--- config.mk ---
export PLATFORM = sky130hd
export DESIGN_NAME = output_port_fifo
export DESIGN_NICKNAME = d
export VERILOG_FILES = /design/src/rtl/output_port_fifo.sv
export SDC_FILE = /design/constraint.sdc
export NUM_CORES = 1
export LEC_CHECK = 0
export CAP_MARGIN = 25
export CORE_ASPECT_RATIO = 0.7
export CORE_UTILIZATION = 56
export DETAILED_ROUTE_END_ITERATION = 7
export GPL_TIMING_DRIVEN = 0
export PLACE_DENSITY = 0.91
export SLEW_MARGIN = 20
export SYNTH_ARGS = -nofsm -noshare
export SYNTH_HDL_FRONTEND = slang
export SYNTH_SLANG_ARGS = --single-unit
--- constraint.sdc ---
create_clock -name clock -period 2.9 [get_ports clock]
set_clock_uncertainty 0.15 [all_clocks]
set_input_delay 0.29 -clock clock [delete_from_list [all_inputs] [get_ports clock]]
set_output_delay 0.29 -clock clock [all_outputs]
set_load 0.1 [all_outputs]
--- src/rtl/output_port_fifo.sv ---
// Output-port queue between the datapath bus and an external ready/valid consumer.
// Optional sticky drop flag enabled by defining OUTPUT_PORT_FIFO_OVERFLOW_EN.
module output_port_fifo #(
    parameter int                       DATA_WIDTH_IN  = 32,
    parameter int                       DATA_WIDTH_OUT = 32,
    parameter int                       DEPTH          = 4,
    parameter logic [DATA_WIDTH_IN-1:0] INIT           = 32'h0
) (
    input  logic                      clock,
    input  logic                      clear,
    input  logic                      enable,
    input  logic [DATA_WIDTH_IN-1:0]  BusMuxOut,
    output logic [DATA_WIDTH_OUT-1:0] External_Output,
    output logic                      out_valid,
    input  logic                      out_ready,
    output logic                      full,
    output logic                      empty,
    output logic [$clog2(DEPTH):0]    count
`ifdef OUTPUT_PORT_FIFO_OVERFLOW_EN
    ,
    output logic                      overflow
`endif
);

    localparam int PW = $clog2(DEPTH);
    localparam int CW = PW + 1;
    localparam logic [DATA_WIDTH_OUT-1:0] INIT_OUT = INIT[DATA_WIDTH_OUT-1:0];
    localparam logic [CW-1:0]             DEPTH_C  = CW'(DEPTH);

    logic [DATA_WIDTH_OUT-1:0] mem [DEPTH];

    // Declaration initialisers give the post-clear state at power-up.
    logic [PW-1:0]             wr_ptr_reg = '0;
    logic [PW-1:0]             rd_ptr_reg = '0;
    logic [CW-1:0]             count_reg  = '0;
    logic [DATA_WIDTH_OUT-1:0] hold_reg   = INIT_OUT;

    logic push;
    logic pop;
    logic unused_bus;

    // Upper bus bits are intentionally discarded when the output is narrower.
    assign unused_bus = ^BusMuxOut;

    assign full      = (count_reg == DEPTH_C);
    assign empty     = (count_reg == '0);
    assign out_valid = ~empty;
    assign count     = count_reg;

    assign pop  = out_valid & out_ready & ~clear;
    assign push = enable & ~clear & (~full | pop);

    always_comb begin
        External_Output = hold_reg;
        if (!empty) begin
            External_Output = mem[rd_ptr_reg];
        end
    end

    always_ff @(posedge clock) begin
        if (push) begin
            mem[wr_ptr_reg] <= BusMuxOut[DATA_WIDTH_OUT-1:0];
        end
    end

    // DEPTH is a power of two, so pointers wrap by natural overflow.
    always_ff @(posedge clock) begin
        if (clear) begin
            wr_ptr_reg <= '0;
            rd_ptr_reg <= '0;
            count_reg  <= '0;
            hold_reg   <= INIT_OUT;
        end else begin
            if (push) begin
                wr_ptr_reg <= wr_ptr_reg + PW'(1);
            end
            if (pop) begin
                rd_ptr_reg <= rd_ptr_reg + PW'(1);
                hold_reg   <= mem[rd_ptr_reg];
            end
            case ({push, pop})
                2'b10:   count_reg <= count_reg + CW'(1);
                2'b01:   count_reg <= count_reg - CW'(1);
                default: count_reg <= count_reg;
            endcase
        end
    end

`ifdef OUTPUT_PORT_FIFO_OVERFLOW_EN
    logic overflow_reg = 1'b0;

    always_ff @(posedge clock) begin
        if (clear) begin
            overflow_reg <= 1'b0;
        end else if (enable && full && !pop) begin
            overflow_reg <= 1'b1;
        end
    end

    assign overflow = overflow_reg;
`endif

endmodule

Word-level counts from Yosys, hierarchy flattened
Memories as Yosys holds them, arrays and structs flattened. A register that Yosys moved wholly into a read port is not among the register bits.
Index checks and enable logic that the tools add are counted.
- add/sub/neg operators: 4
- equality and inequality tests: 3
- muxes and demuxes: 6
- bitwise gates (word level): 8
- reductions and logical operators: 2
- operators with widths (operator ; count):
    $mux W32 ; 1
    $pmux W3 S2 ; 1
    $add A2 B1 Y2 const B ; 2
    $and A1 B1 Y1 ; 4
    $mux W2 ; 2
    $add A3 B1 Y3 const B ; 1
    $eq A3 B3 Y1 const B ; 1
    $logic_not A3 Y1 ; 1
    $not A1 Y1 ; 3
    $sub A3 B1 Y3 const B ; 1
    $eq A2 B1 Y1 const B ; 1
    $eq A2 B2 Y1 const B ; 1
    $mux W1 ; 2
    $reduce_bool A2 Y1 ; 1
    $or A1 B1 Y1 ; 1
- register bits after elaboration: 39
- bits in writable memories: 128
- output and inout port bits: 38
- logic and storage cells: 28
- memories kept: 1
- memory list (name ; depth ; width ; read ports ; clocked after memory_dff ; write ports ; line ; RTL):
    mem ; 4 ; 32 ; 1 ; 1 ; 1 ; 30 ; logic [DATA_WIDTH_OUT-1:0] mem [DEPTH];

Depth between registers and ports, before layout
- word-level depth: 8
- mapped depth: 8
- depth with buffers taken out: 7

Least setup slack after synthesis
No wires, ideal clock.
- kind: flip-flop to flip-flop
- start point: reg count_reg[0], in the netlist count[0]
- end point: reg count_reg[2], in the netlist count[2]
- library setup time: 0.121 ns
- arrival: 2.927 ns
- required time: 2.629 ns
- slack: -0.298 ns
- stages on the path, launching flop included: 8
- path buffers: 1
- clock period less this slack: 3.198 ns
- cell sequence: dfxtp_1 > or3_1 > buf_2 > nand2_1 > or3_1 > fa_1 > o41a_1 > mux2_4
- cells in the longest elaborated chain, start to end: 8
- RTL lines (what ; line ; RTL):
    from (decl) ; 35 ; logic [CW-1:0] count_reg = '0;
    from (signal assigned) ; 82 ; 2'b10: count_reg <= count_reg + CW'(1);
    from (signal assigned) ; 83 ; 2'b01: count_reg <= count_reg - CW'(1);
    from (signal assigned) ; 84 ; default: count_reg <= count_reg;
    $logic_not A3 Y1 ; 46 ; assign empty = (count_reg == '0);
    $not A1 Y1 ; 47 ; assign out_valid = ~empty;
    $and A1 B1 Y1 (2 in a row) ; 50 ; assign pop = out_valid & out_ready & ~clear;
    $or A1 B1 Y1 ; 51 ; assign push = enable & ~clear & (~full | pop);
    $and A1 B1 Y1 ; 51 ;
    $eq A2 B1 Y1 or $eq A2 B2 Y1 (tied branches) ; 81 ; case ({push, pop})
    $pmux W3 S2 or $reduce_bool A2 Y1 (tied branches) ; n/a ;
Several ways; a longest one is shown, not always the timed one.
A chain may end at the register's enable or synchronous reset.

==> impl_metrics.yaml <==
sta:
  period_minus_slack_ps: 2800
  finalHoldViolCount: 0
  timing.setup.tns_ps: 0
  worst_slack_ps: 99.1
  slew_headroom_pct: 35.4
  setup_viol: 0
  finalCritPeriodShare_pct: 96.6
  slew_viol_final: 0
  whs_ps: 78.6
  timing.fmax_mhz: 357
  grt_setup_unrepaired: "false"
  worst_pin_slew_ps: 965
worst_setup_path:
  critPathLaunchType: "register"
  crit_required_ps: 2460
  reg2reg_depth: 7
  r2r-start: "count[0]"
  r2r_slack_ps: 220
  reg2reg_to: "count[2]"
  cp.arrival_ps: 2360
  cp_max_fo: 10
  crit_type: "reg -> out"
  cp-end-kind: "output port"
worst_hold_path:
  hold_class: "in -> reg"
  hp-start: "clear"
  worstHoldEndpoint: "count[2]"
  whs_path_depth: 3
finish:
  nets: 531
  largest_register_ffs: 128
  antennaDiodeCount: 0
  fin_area_sq_mm: 0.00803
  multi_input_area_sq_mm: 0.00179
  area_growth_pct: 21.8
  drive_gt1_share_pct: 30.1
  utilization_pct: 71.4
  final_cells: 655
  ff_latch_area_sq_mm: 0.00467
  fillers: 672
place:
  placed_area_sq_mm: 0.00760
  portBuffers: 72
  dp.cells: 624
  place_ws_ps: -235
  finalWeightedCongestion: 0.743
  hpwl_microns: 8710
clocking:
  clock_sinks: 169
  post_cts_buffers: 0
  cts_root_buffer: "clkbuf_16"
  worstSkewPairLatency_ps: 420
  cts_tree: "yes"
  clk_pin_slew_ps: 60
  htreeDepth: 4
  cts_buffer_depth: 2
  numCtsBuffers: 17
synth:
  synth_cells: 395
  ys_warn_count: 0
  synth_top_family_by_area: "multiplexers"
  synth_compound_area_share_pct: 3.21
  synthesis.nets: 436
  synth_area_sq_mm: 0.00659
  ys_types: 32
  synthAdderAreaFrac_pct: 1.06
  async_flop_share_pct: 0
  ys_seq_area_share_pct: 70.8
  synthMuxAreaShare_pct: 16.6
  synth-simple-area-share_pct: 5.60
  synth_edf_count: 128
  yosys.area_share.xor_xnor_pct: 0.532
  synthFlopType: "edfxtp_1"
  ys_ff_latch: 169
  postSynthAreaPerCell_sq_um: 16.7
die:
  start_util_pct: 58.6
  die_x_microns: 132
  die-area_sq_mm: 0.0122
  rows: 32
  ios: 74
  core_sq_mm: 0.0113
  die_h_microns: 92.8
outcome:
  status: "complete, no violations"
power:
  peakVddDrop_v: 0.000623
  design_power_total_mw: 7.94
  power.leakage_nw: 2.77
  power_density_mw_per_mm2: 989
global_routing:
  grt_max_degree: 23
  grt_overflow: 0
  grt_pass1_vias: 4039
  grt_pass1_wl_microns: 22000
  grt.total_usage_pct: 25.0
  antenna_found_initial: 0
routing:
  vias_per_cell: 5.84
  drtAntennaViolNets: 0
  wl_per_cell_microns: 21.3
  drc: 0
  vias: 3826
  drt_iter0_drc: 328
  firstDrtPassIters: 4
  drt_wl_total_microns: 14000
run:
  maxCapViolCount: 0
-- logic make-up after synthesis --
| logic type | count (synthesis) |
|---|---|
| buf+inv | 28 |
| fa+ha+maj | 5 |
| xor+xnor | 4 |
| flops | 169 |
| compound gates | 37 |
| simple gates | 87 |
| mux | 65 |
-- timing repair --
action,in CTS,in global routing
resized for setup,155,9
hold endpoints to repair,0,0
endpoints found under the setup margin,34,6
hold buffers,0,0
pin swaps,0,0
-- power breakdown --
group | switching (mW) | total, mW | leakage (nW) | internal, mW
registers | 0.0770 | 2.83 | 1.50 | 2.75
logic | 2.16 | 2.85 | 0.998 | 0.691
clock network | 0.913 | 2.26 | 0.271 | 1.35
-- synthesized netlist by cell type, drive strengths merged, types with 2 or more instances --
library cell | instances | area share [%]
a21oi | 32 | 2.4
and2 | 4 | 0.38
buf | 19 | 1.7
clkbuf | 4 | 0.23
dfxtp | 41 | 12
edfxtp | 128 | 58
ha | 4 | 0.76
inv | 5 | 0.28
mux2 | 33 | 5.7
mux4 | 32 | 11
nand2 | 67 | 3.8
nand2b | 2 | 0.19
nor2 | 8 | 0.46
or3 | 2 | 0.19
xnor2 | 3 | 0.40
-- cell type report --
class                   instances  share of cell area [%]
multi-input cells             198                    22.3
clock inverters                12                    1.87
clock buffers                  19                    5.39
inverters                       5                   0.234
repair buffers                 76                    8.05
flip-flops and latches        169                    58.1
well taps                     153                    2.38
plain buffers                  23                    1.67
-- layer usage --
layer	routed length (microns)	track usage, %
met5	0	0
met4	289	9.59
met2	7060	41.5
met3	906	6.29
met1	5730	32.0
-- worst max path at each step --
stage                     depth (start not counted)                  end      from  slack [ps]
after floorplan                                   7             count[2]  count[0]          60
after global placement                            4           mem[3][14]    enable        -310
final                                             5  External_Output[20]  register         100
after detailed placement                          4  External_Output[30]  register        -230
after global routing                              5   External_Output[7]  register           4
after CTS                                         5  External_Output[30]  register        -140
-- cell usage in the layout (no fill, tap or decap), types with 4 or more instances in the layout --
cell type        synthesis  routed
a21oi_1                 32      32
and2_2                   0       4
buf_2                   11      44
clkbuf_1                 4       6
clkbuf_16                0      17
clkdlybuf4s50_1          0      38
clkinvlp_4               0       4
dfxtp_1                 41      38
edfxtp_1               128     128
ha_1                     4       4
inv_1                    4       4
mux2_1                   8       8
mux2_2                  24      24
mux4_2                  32      32
nand2_1                 67      66
nor2_1                   8       8
-- worst max-delay path, cell delays in order (launching register included) --
cell and delay [ps]:
dfxtp_1 310, buf_2 170, buf_4 260, mux4_2 560, mux2_2 320, buf_2 300
No activity file was read; power rests on OpenSTA's default activity.
